`src/rtl/phase_scheduler.sv`:
```
// Traffic-light phase scheduler: RED -> GREEN -> YELLOW on a divided 1 s tick,
// with a latched pedestrian request that may cut GREEN short after a minimum green.
module phase_scheduler #(
  parameter int TICK_DIV      = 125000000,
  parameter int RED_SEC       = 10,
  parameter int GREEN_SEC     = 10,
  parameter int YELLOW_SEC    = 3,
  parameter int MIN_GREEN_SEC = 3
) (
  input  logic       clk_125M,
  input  logic       rstn,
  input  logic       key_value,
  input  logic       key_valid,
  output logic       red,
  output logic       green,
  output logic       yellow,
  output logic [7:0] countdown,
  output logic       phase_done,
  output logic       req_pending
);

  localparam int CNT_W = $clog2(TICK_DIV);

  typedef enum logic [1:0] {
    S_RED    = 2'd0,
    S_GREEN  = 2'd1,
    S_YELLOW = 2'd2
  } state_t;

  state_t           r_state;
  state_t           w_state_nxt;
  logic [CNT_W-1:0] r_tick_cnt;
  logic             w_tick;
  logic [7:0]       w_cnt_nxt;
  logic             w_done_nxt;
  logic             w_clr_req;
  logic             w_req_nxt;
  logic             w_red_nxt;
  logic             w_green_nxt;
  logic             w_yellow_nxt;
  logic [8:0]       w_elapsed;

  assign w_tick = (r_tick_cnt == CNT_W'(TICK_DIV - 1));
  // Ticks of GREEN already served including the current one; countdown <= GREEN_SEC here.
  assign w_elapsed = 9'(GREEN_SEC) - {1'b0, countdown} + 9'd1;

  // State register; lamps, countdown and flags are registered alongside it.
  always_ff @(posedge clk_125M or negedge rstn) begin
    if (!rstn) begin
      r_tick_cnt  <= '0;
      r_state     <= S_RED;
      countdown   <= 8'(RED_SEC);
      phase_done  <= 1'b0;
      req_pending <= 1'b0;
      red         <= 1'b1;
      green       <= 1'b0;
      yellow      <= 1'b0;
    end else begin
      r_tick_cnt  <= w_tick ? '0 : r_tick_cnt + CNT_W'(1);
      r_state     <= w_state_nxt;
      countdown   <= w_cnt_nxt;
      phase_done  <= w_done_nxt;
      req_pending <= w_req_nxt;
      red         <= w_red_nxt;
      green       <= w_green_nxt;
      yellow      <= w_yellow_nxt;
    end
  end

  always_comb begin
    w_state_nxt = r_state;
    w_cnt_nxt   = countdown;
    w_done_nxt  = 1'b0;
    w_clr_req   = 1'b0;
    if (w_tick) begin
      case (r_state)
        S_RED: begin
          if (countdown == 8'd1) begin
            w_state_nxt = S_GREEN;
            w_cnt_nxt   = 8'(GREEN_SEC);
            w_done_nxt  = 1'b1;
          end else begin
            w_cnt_nxt = countdown - 8'd1;
          end
        end
        S_GREEN: begin
          if (countdown == 8'd1 || (req_pending && w_elapsed >= 9'(MIN_GREEN_SEC))) begin
            w_state_nxt = S_YELLOW;
            w_cnt_nxt   = 8'(YELLOW_SEC);
            w_done_nxt  = 1'b1;
            w_clr_req   = 1'b1;
          end else begin
            w_cnt_nxt = countdown - 8'd1;
          end
        end
        S_YELLOW: begin
          if (countdown == 8'd1) begin
            w_state_nxt = S_RED;
            w_cnt_nxt   = 8'(RED_SEC);
            w_done_nxt  = 1'b1;
          end else begin
            w_cnt_nxt = countdown - 8'd1;
          end
        end
        default: begin
          w_state_nxt = S_RED;
          w_cnt_nxt   = 8'(RED_SEC);
          w_done_nxt  = 1'b1;
        end
      endcase
    end
  end

  // Serving the request on GREEN->YELLOW takes priority over a simultaneous press.
  always_comb begin
    w_red_nxt    = (w_state_nxt == S_RED);
    w_green_nxt  = (w_state_nxt == S_GREEN);
    w_yellow_nxt = (w_state_nxt == S_YELLOW);
    w_req_nxt    = req_pending;
    if (w_clr_req) begin
      w_req_nxt = 1'b0;
    end else if (key_valid && !key_value) begin
      w_req_nxt = 1'b1;
    end
  end

endmodule
```
`config.mk`:
```
export PLATFORM = sky130hd
export DESIGN_NAME = phase_scheduler
export DESIGN_NICKNAME = d
export VERILOG_FILES = /design/src/rtl/phase_scheduler.sv
export SDC_FILE = /design/constraint.sdc
export NUM_CORES = 1
export LEC_CHECK = 0
export BUFFER_PORTS_ARGS = -buffer_cell sky130_fd_sc_hd__buf_2
export CORE_ASPECT_RATIO = 1.1
export CORE_MARGIN = 3
export CORE_UTILIZATION = 59
export DETAILED_ROUTE_END_ITERATION = 7
export GPL_ROUTABILITY_DRIVEN = 0
export GPL_TIMING_DRIVEN = 1
export PLACE_DENSITY = 0.8
export SYNTH_ARGS = -nofsm -noshare
export SYNTH_HDL_FRONTEND = slang
export SYNTH_SLANG_ARGS = --single-unit
```
`constraint.sdc`:
```
create_clock -name clk_125M -period 2 [get_ports clk_125M]
set_input_delay 0.4 -clock clk_125M [delete_from_list [all_inputs] [get_ports clk_125M]]
set_output_delay 0.4 -clock clk_125M [all_outputs]
set_load 0.02 [all_outputs]
```
==> results of run 1 <==
==> cells in the final DEF (no fill, tap or decap), drive strengths merged, types with 4 or more instances in the layout <==
master,synthesis,layout
o21ai,4,4
inv,7,7
and2,5,5
xnor2,13,13
clkbuf,3,7
nand4,9,9
nor2,29,29
dfrtp,39,39
xor2,11,11
and4,5,5
buf,5,33
and3,7,7
nand3,24,24
ha,7,7
a21oi,11,11
nand2,18,18
nor4,4,4
==> report_power, final <==
group	internal (mW)	leakage, nW	switching [mW]
Clock	0.265	0.0395	0.265
Sequential	0.849	0.555	0.0000000613
Combinational	0.00735	0.654	0.0174
Total	1.12	1.25	0.282
==> worst max-delay path by stage <==
stage	from	end	slack [ps]	cells past startpoint
2_1_floorplan	countdown[0]	countdown[7]	6	5
3_3_place_gp	r_tick_cnt[10]	red	110	4
3_5_place_dp	countdown[2]	countdown[7]	80	5
4_1_cts	r_tick_cnt[10]	red	40	4
6_report	countdown[2]	countdown[7]	20	5
5_1_grt	countdown[2]	countdown[7]	-20	5
==> routing by layer <==
layer | GRT usage, % | vias up | part of all wire (%)
met1 | 26.8 | 868 | 43
met4 | 9.91 | 0 | 2.9
li1 | - | 889 | -
met2 | 38.1 | 49 | 50
met5 | 0 | - | 0
met3 | 4.60 | 16 | 4.0
==> repair_timing <==
item	4_1_cts	5_1_grt
gates resized for setup	0	6
endpoints found under the setup margin	0	9
hold endpoints to repair	16	0
hold buffers	1	0
setup buffers	0	1
==> worst max-delay path, cell delays in order (launching register included) <==
cell and delay [ps]:
dfrtp_2 470, or3_4 340, or3_4 350, o311a_1 300
a41o_1 220, a22o_1 200
==> sequential cells by signal, indices dropped and copies added, names as in the netlist <==
name / count
red: 1
phase_done: 1
green: 1
countdown: 8
req_pending: 1
r_state: 2
r_tick_cnt: 27
yellow: 1
==> cells by family (layout without fill, tap and decap cells) <==
family                   Yosys count  count (layout)
AO/OA/AOI/OAI                     28              28
buffers and inverters             15              49
adder cells (fa/ha/maj)            7               7
flip-flops                        42              42
XOR/XNOR                          24              24
AND/OR/NAND/NOR                  116             116
==> final cells by class <==
type | count | area [um2]
Tap cell | 48 | 60.1
Clock buffer | 7 | 45.0
Multi-Input combinational cell | 175 | 1150
Inverter | 7 | 26.3
Clock inverter | 1 | 30.0
Sequential cell | 42 | 1060
Fill cell | 265 | 882
Timing Repair Buffer | 34 | 243
==> metrics by stage <==
stage	setup TNS (ps)	area, um2
final	0	2610
after global routing	-16.7	2610
after CTS	0	2580
after detailed placement	0	2490
after global placement	0	2490
after floorplan	0	2260
==> summary.txt, run 1 <==
Logic synthesis
  • Synth Area in XOR/XNOR: 9.28%
  • Post-Synth Simple-Gate Area: 28.3%
  • Ys Warns: 0
  • Cell taking the most area after synthesis: dfrtp_1
  • Post-synth top cells: 39 x dfrtp_1, 29 x nor2_1, 24 x nand3_1
  • Synthesized area: 2260 um2
  • Synth Area per Inst: 9.76 um2
  • Seq/Total Area, Yosys: 46.6%
  • Number of synthesized flops with an enable pin: 0
  • Post-Synthesis Cells: 232
  • Synth top area share: 43.1%
  • Synth area leaders: dfrtp_1 43%, nand3_1 5.3%, xnor2_1 5.0%, nor2_1 4.8%, xor2_1 4.3%
  • Predominant post-synthesis flop cell: dfrtp_1
  • Post-synth cell types: 48
  • Synth Area in Adders: 3.87%
  • Complex-gate fraction of the synthesized area: 8.40%
  • Asr flop ratio synth: 100%
  • Largest family of logic cells by synthesized area: simple AND/OR/NAND/NOR gates
  • Most frequent cell after synthesis: dfrtp_1
  • Mux cell area share after synthesis: 0%
  • Number of synthesized register bits: 42
  • Synth Net Count: 243

Global route
  • GRT Residual Overflow: 0
  • GRT Overall Usage: 22.2%
  • Vias in the first global route: 1829
  • First-pass GRT wire length: 7960 um
  • Largest net degree at the start of global routing: 24
  • Initial antenna violation count: 0

Route
  • Post-DRT Antenna Nets: 0
  • DRT iter0 DRCs: 140
  • WL final: 4700 um
  • Drt pass-1 iters: 5
  • Avg Vias per Cell: 5.80
  • Avg WL per Cell: 15.0 um
  • DRC: 0
  • Via count: 1822

Placement
  • PortBufs: 16
  • Pre-CTS setup slack: 77.9 ps
  • Placed wire-length estimate: 3420 um
  • Dpl cells: 304

Die
  • Starting Density: 64.8%
  • Core Region: 3500 um2
  • IO Count: 17
  • Core Rows: 22
  • Die area: 4620 um2
  • Height of the die: 71.0 um
  • Chip width: 65.1 um

Setup path
  • Worst Path Arrival: 2240 ps
  • Reg2Reg Launch Point: countdown[2]
  • Crit Path Class: reg -> reg
  • Worst Path Max Fanout: 6
  • CP Launch Type: flop
  • Worst Path Required: 2260 ps
  • Cells on worst reg2reg path: 5
  • Setup crit end kind: flop
  • Reg2reg setup slack: 20 ps
  • Reg-to-reg endpoint: countdown[7]

STA
  • Pins Over Slew Limit: 0
  • WHS: 318 ps
  • # setup viols final: 0
  • Relative slew slack: 69.2%
  • Clock Skew: 14.4 ps
  • Tcrit/Tclk final: 99.0%
  • Final min period: 1980 ps
  • Fmax: 505 MHz
  • Final setup margin: 19.5 ps
  • Fin. Hold Viols: 0
  • Slew at the pin closest to its max-slew limit: 462 ps

Finish
  • Layout cells sized above 1: 21.1%
  • Antenna cells: 0
  • Post-route insts no fill: 314
  • Synthesis-to-finish area growth: 15.4%
  • Layout net count: 276
  • Final core utilization: 74.8%

Min path
  • Hold path depth: 3
  • Type of the tightest min-delay check: in -> reg
  • End of the worst hold path: req_pending
  • HP Start: key_valid

Run status
  • Status: finished clean

Power
  • Static Leak: 1.25 nW
  • Power per cell area: 537 nW/um2
  • Max VDD drop: 393 uV
  • Power, Total: 1.40 mW

CTS
  • Clock Path Buffers: 2
  • Clk sinks: 42
  • Clk slew on worst S/H paths: 130 ps
  • Root buf cell: clkbuf_4
  • H-tree depth: 2
  • CTS tree: done
  • TritonCTS Buffers: 5
  • Clock latency on the worst-skew pair: 360 ps

Run
  • Max cap viols: 0
No activity file was read; power rests on OpenSTA's default activity.
==> run 2, diff against run 1 <==
- GPL_ROUTABILITY_DRIVEN: 0 -> not set
- SETUP_SLACK_MARGIN: not set -> 0.5
==> summary.txt, run 2 <==
Run status
  • Status: stopped before the end
  • Stage reached: global routing (5_1_grt)
  • Error: [ERROR DPL-0038] Utilization greater than 100%, impossible to legalize

Placement
  • PortBufs: 16 (unchanged)
  • RePlAce Congestion: 0.825
  • Placed wire-length estimate: 3440 um (+0.41%)

Logic synthesis
  • Number of synthesized flops with an enable pin: 0 (unchanged)
  • Synthesized area: 2260 um2 (unchanged)
  • Most frequent cell after synthesis: dfrtp_1
  • Ys Warns: 0 (unchanged)
  • Asr flop ratio synth: 100% (unchanged)
  • Post-synth top cells: 39 x dfrtp_1, 29 x nor2_1, 24 x nand3_1
  • Seq/Total Area, Yosys: 46.6% (unchanged)
  • Post-Synthesis Cells: 232 (unchanged)
  • Synth top area share: 43.1% (unchanged)
  • Synth area leaders: dfrtp_1 43%, nand3_1 5.3%, xnor2_1 5.0%, nor2_1 4.8%, xor2_1 4.3%
  • Post-synth cell types: 48 (unchanged)
  • Cell taking the most area after synthesis: dfrtp_1
  • Number of synthesized register bits: 42 (unchanged)
  • Synth Area per Inst: 9.76 um2 (unchanged)
  • Synth Net Count: 243 (unchanged)
  • Predominant post-synthesis flop cell: dfrtp_1

CTS
  • Clock Path Buffers: 2 (unchanged)
  • TritonCTS Buffers: 5 (unchanged)
  • Root buf cell: clkbuf_4
  • H-tree depth: 2 (unchanged)
  • Hold_buf cts: 0 (-1)
  • Clk sinks: 42 (unchanged)

Die
  • IO Count: 17 (unchanged)
  • Starting Density: 64.8% (unchanged)
  • Core Rows: 22 (unchanged)
  • Height of the die: 71.0 um (unchanged)
  • Chip width: 65.1 um (unchanged)

Global route
  • Largest net degree at the start of global routing: 23

STA
  • WEP type: register input
  • GRT worst endpoint: countdown[5]$_DFFE_PN0N_/D
## run 2: logic make-up after synthesis
| family | synth area share (%) |
|---|---|
| AO/OA/AOI/OAI | 8.40 |
| buffers and inverters | 3.59 |
| XOR/XNOR | 9.28 |
| AND/OR/NAND/NOR | 28.3 |
| adder cells (fa/ha/maj) | 3.87 |
| flip-flops | 46.6 |
## run 2: per-stage QoR
step | instances | setup WS (ps) | cell area [um2] | hold slack (ps) | utilization (%)
2_1_floorplan | 232 | 47.7 | 2330 | 104 | -
3_3_place_gp | 309 | 107 | 2580 | 387 | 73.8
4_1_cts | 348 | 107 | 3130 | 1.38 | 89.6
3_5_place_dp | 309 | 79.8 | 2580 | 388 | 73.8
## run 2: what timing repair did
action / in CTS
pin swaps: 20
gates cloned: 4
buffers inserted: 27
gates resized for setup: 46
endpoints found under the setup margin: 36
hold endpoints to repair: 0
==> run 3, diff against run 2 <==
- CORE_ASPECT_RATIO: 1.1 -> not set
- CORE_UTILIZATION: 59 -> 40
- PLACE_DENSITY: 0.8 -> not set
- PLACE_DENSITY_LB_ADDON: not set -> 0.15
- SETUP_SLACK_MARGIN: 0.5 -> not set
==> summary.txt, run 3 (synthesized netlist as in run 1, its figures left out) <==
Finish
  • Max reg flops: 27
  • Multi-input gate area: 1140 um2
  • Fill count: 506
  • Layout net count: 285
  • Most flops, register: r_tick_cnt
  • Commonest non-fill, non-tap cell in the layout: dfrtp_1
  • Storage cell area: 1060 um2
  • Post-route cell area: 2710 um2
  • Largest registers: r_tick_cnt: 27 flops, countdown: 8 flops, r_state: 2 flops
  • Leading cell types in the layout, fill and taps excluded: 38 x dfrtp_1, 29 x nor2_1, 25 x buf_4
  • Layout cells sized above 1: 23.0%
  • Synthesis-to-finish area growth: 19.6%
  • Antenna cells: 0

Placement
  • Placed Area: 2600 um2 (+0.92%)
  • RePlAce Congestion: 0.815 (-1.2%)
  • PortBufs: 16 (unchanged)
  • Placed wire-length estimate: 3430 um (-0.13%)

Die
  • Core Rows: 26 (+18%)
  • Starting Density: 42.7% (-22 points)
  • Die area: 6600 um2
  • IO Count: 17 (unchanged)
  • Height of the die: 81.2 um (+14%)
  • Chip width: 81.2 um (+25%)
  • Core Region: 5300 um2

CTS
  • H-tree depth: 2 (unchanged)
  • CTS tree: done
  • Clk sinks: 42 (unchanged)
  • TritonCTS Buffers: 5 (unchanged)
  • Clock latency on the worst-skew pair: 290 ps
  • Clock Path Buffers: 2 (unchanged)
  • Clk slew on worst S/H paths: 80 ps
  • Root buf cell: clkbuf_8

Min path
  • Type of the tightest min-delay check: in -> async

Global route
  • GRT Residual Overflow: 0
  • First-pass GRT wire length: 8140 um
  • Met1 Track Usage GR: 23.1%
  • Met3 GRT Util: 3.33%
  • GRT busiest layer: met2
  • Met2 Use GR: 24.1%
  • Largest net degree at the start of global routing: 25
  • GRT Overall Usage: 16.2%
  • Vias in the first global route: 1689
  • Initial antenna violation count: 0

STA
  • Slew at the pin closest to its max-slew limit: 444 ps
  • # setup viols final: 0
  • Tcrit/Tclk final: 97.0%
  • Setup TNS: 0 ps
  • Final min period: 1940 ps
  • Fin. Hold Viols: 0
  • Clock Skew: 4.68 ps
  • Fmax: 515 MHz
  • Relative slew slack: 70.4%
  • Pins Over Slew Limit: 0

Run
  • Max cap viols: 0

Setup path
  • Crit Path Class: reg -> reg
  • Reg-to-reg endpoint: countdown[7]
  • CP Launch Type: flop
  • Worst Path Max Fanout: 6
  • Worst Path Arrival: 2120 ps
  • Cells on worst reg2reg path: 5
  • Worst Path Required: 2180 ps
  • Setup crit end kind: flop
  • Reg2reg setup slack: 60 ps
  • Reg2Reg Launch Point: countdown[2]

Power
  • Max VDD drop: 413 uV
  • Power per cell area: 523 nW/um2
  • Static Leak: 1.32 nW

Route
  • Avg Vias per Cell: 5.17
  • Post-DRT Antenna Nets: 0
  • Drt pass-1 iters: 5
  • DRC: 0
  • WL final: 4660 um
  • DRT iter0 DRCs: 117
  • Via count: 1778
  • Avg WL per Cell: 13.6 um

Run status
  • Status: finished clean
-- run 3: final cells by class --
type | count | area share (%)
clock buffer | 7 | 3.19
inverter | 7 | 0.970
multi-input combinational | 175 | 42.3
sequential | 42 | 39.0
tap | 70 | 3.23
timing repair buffer | 43 | 11.4
-- run 3: what timing repair did --
action,CTS,global route
setup buffers,0,1
endpoints found under the setup margin,0,10
hold buffers,0,0
resized for setup,0,3
-- run 3: power by group --
part,switching [mW],total [mW],internal [mW]
Sequential,0.0000000504,0.849,0.849
Clock,0.272,0.545,0.274
Combinational,0.0176,0.0237,0.00609
-- run 3: how the worst max path moves through the flow --
stage          cells past startpoint      endpoint      startpoint  slack, ps
2_1_floorplan                      5  countdown[7]    countdown[0]          6
3_3_place_gp                       7        yellow    countdown[2]         30
3_5_place_dp                       5           red  r_tick_cnt[24]         80
4_1_cts                            7        yellow    countdown[2]         50
5_1_grt                            5  countdown[7]    countdown[2]         -1
6_report                           5  countdown[7]    countdown[2]         60
-- run 3: stage by stage --
step	worst slack [ps]	cells	utilization [%]	hold slack, ps	power [mW]
5_1_grt	-1.00	344	51.1	81.3	1.48
4_1_cts	50.5	343	50.7	56.0	1.44
6_report	59.6	344	51.1	42.9	1.42
3_5_place_dp	78.3	336	49.1	375	0.891
2_1_floorplan	6.26	232	-	104	0.866
3_3_place_gp	33.4	336	49.1	376	0.891
-- run 3: critical path, stage by stage, from the launching register on --
cell	delay (ps)
dfrtp_2	450
or3_1	350
or3_4	350
o311a_1	290
a41o_1	200
a22o_1	180
-- run 3: per-layer routing --
metal	wire [um]	share of wire, %
met5	0	0
met4	55	1.2
met3	175	3.8
met2	2090	45
met1	2340	50
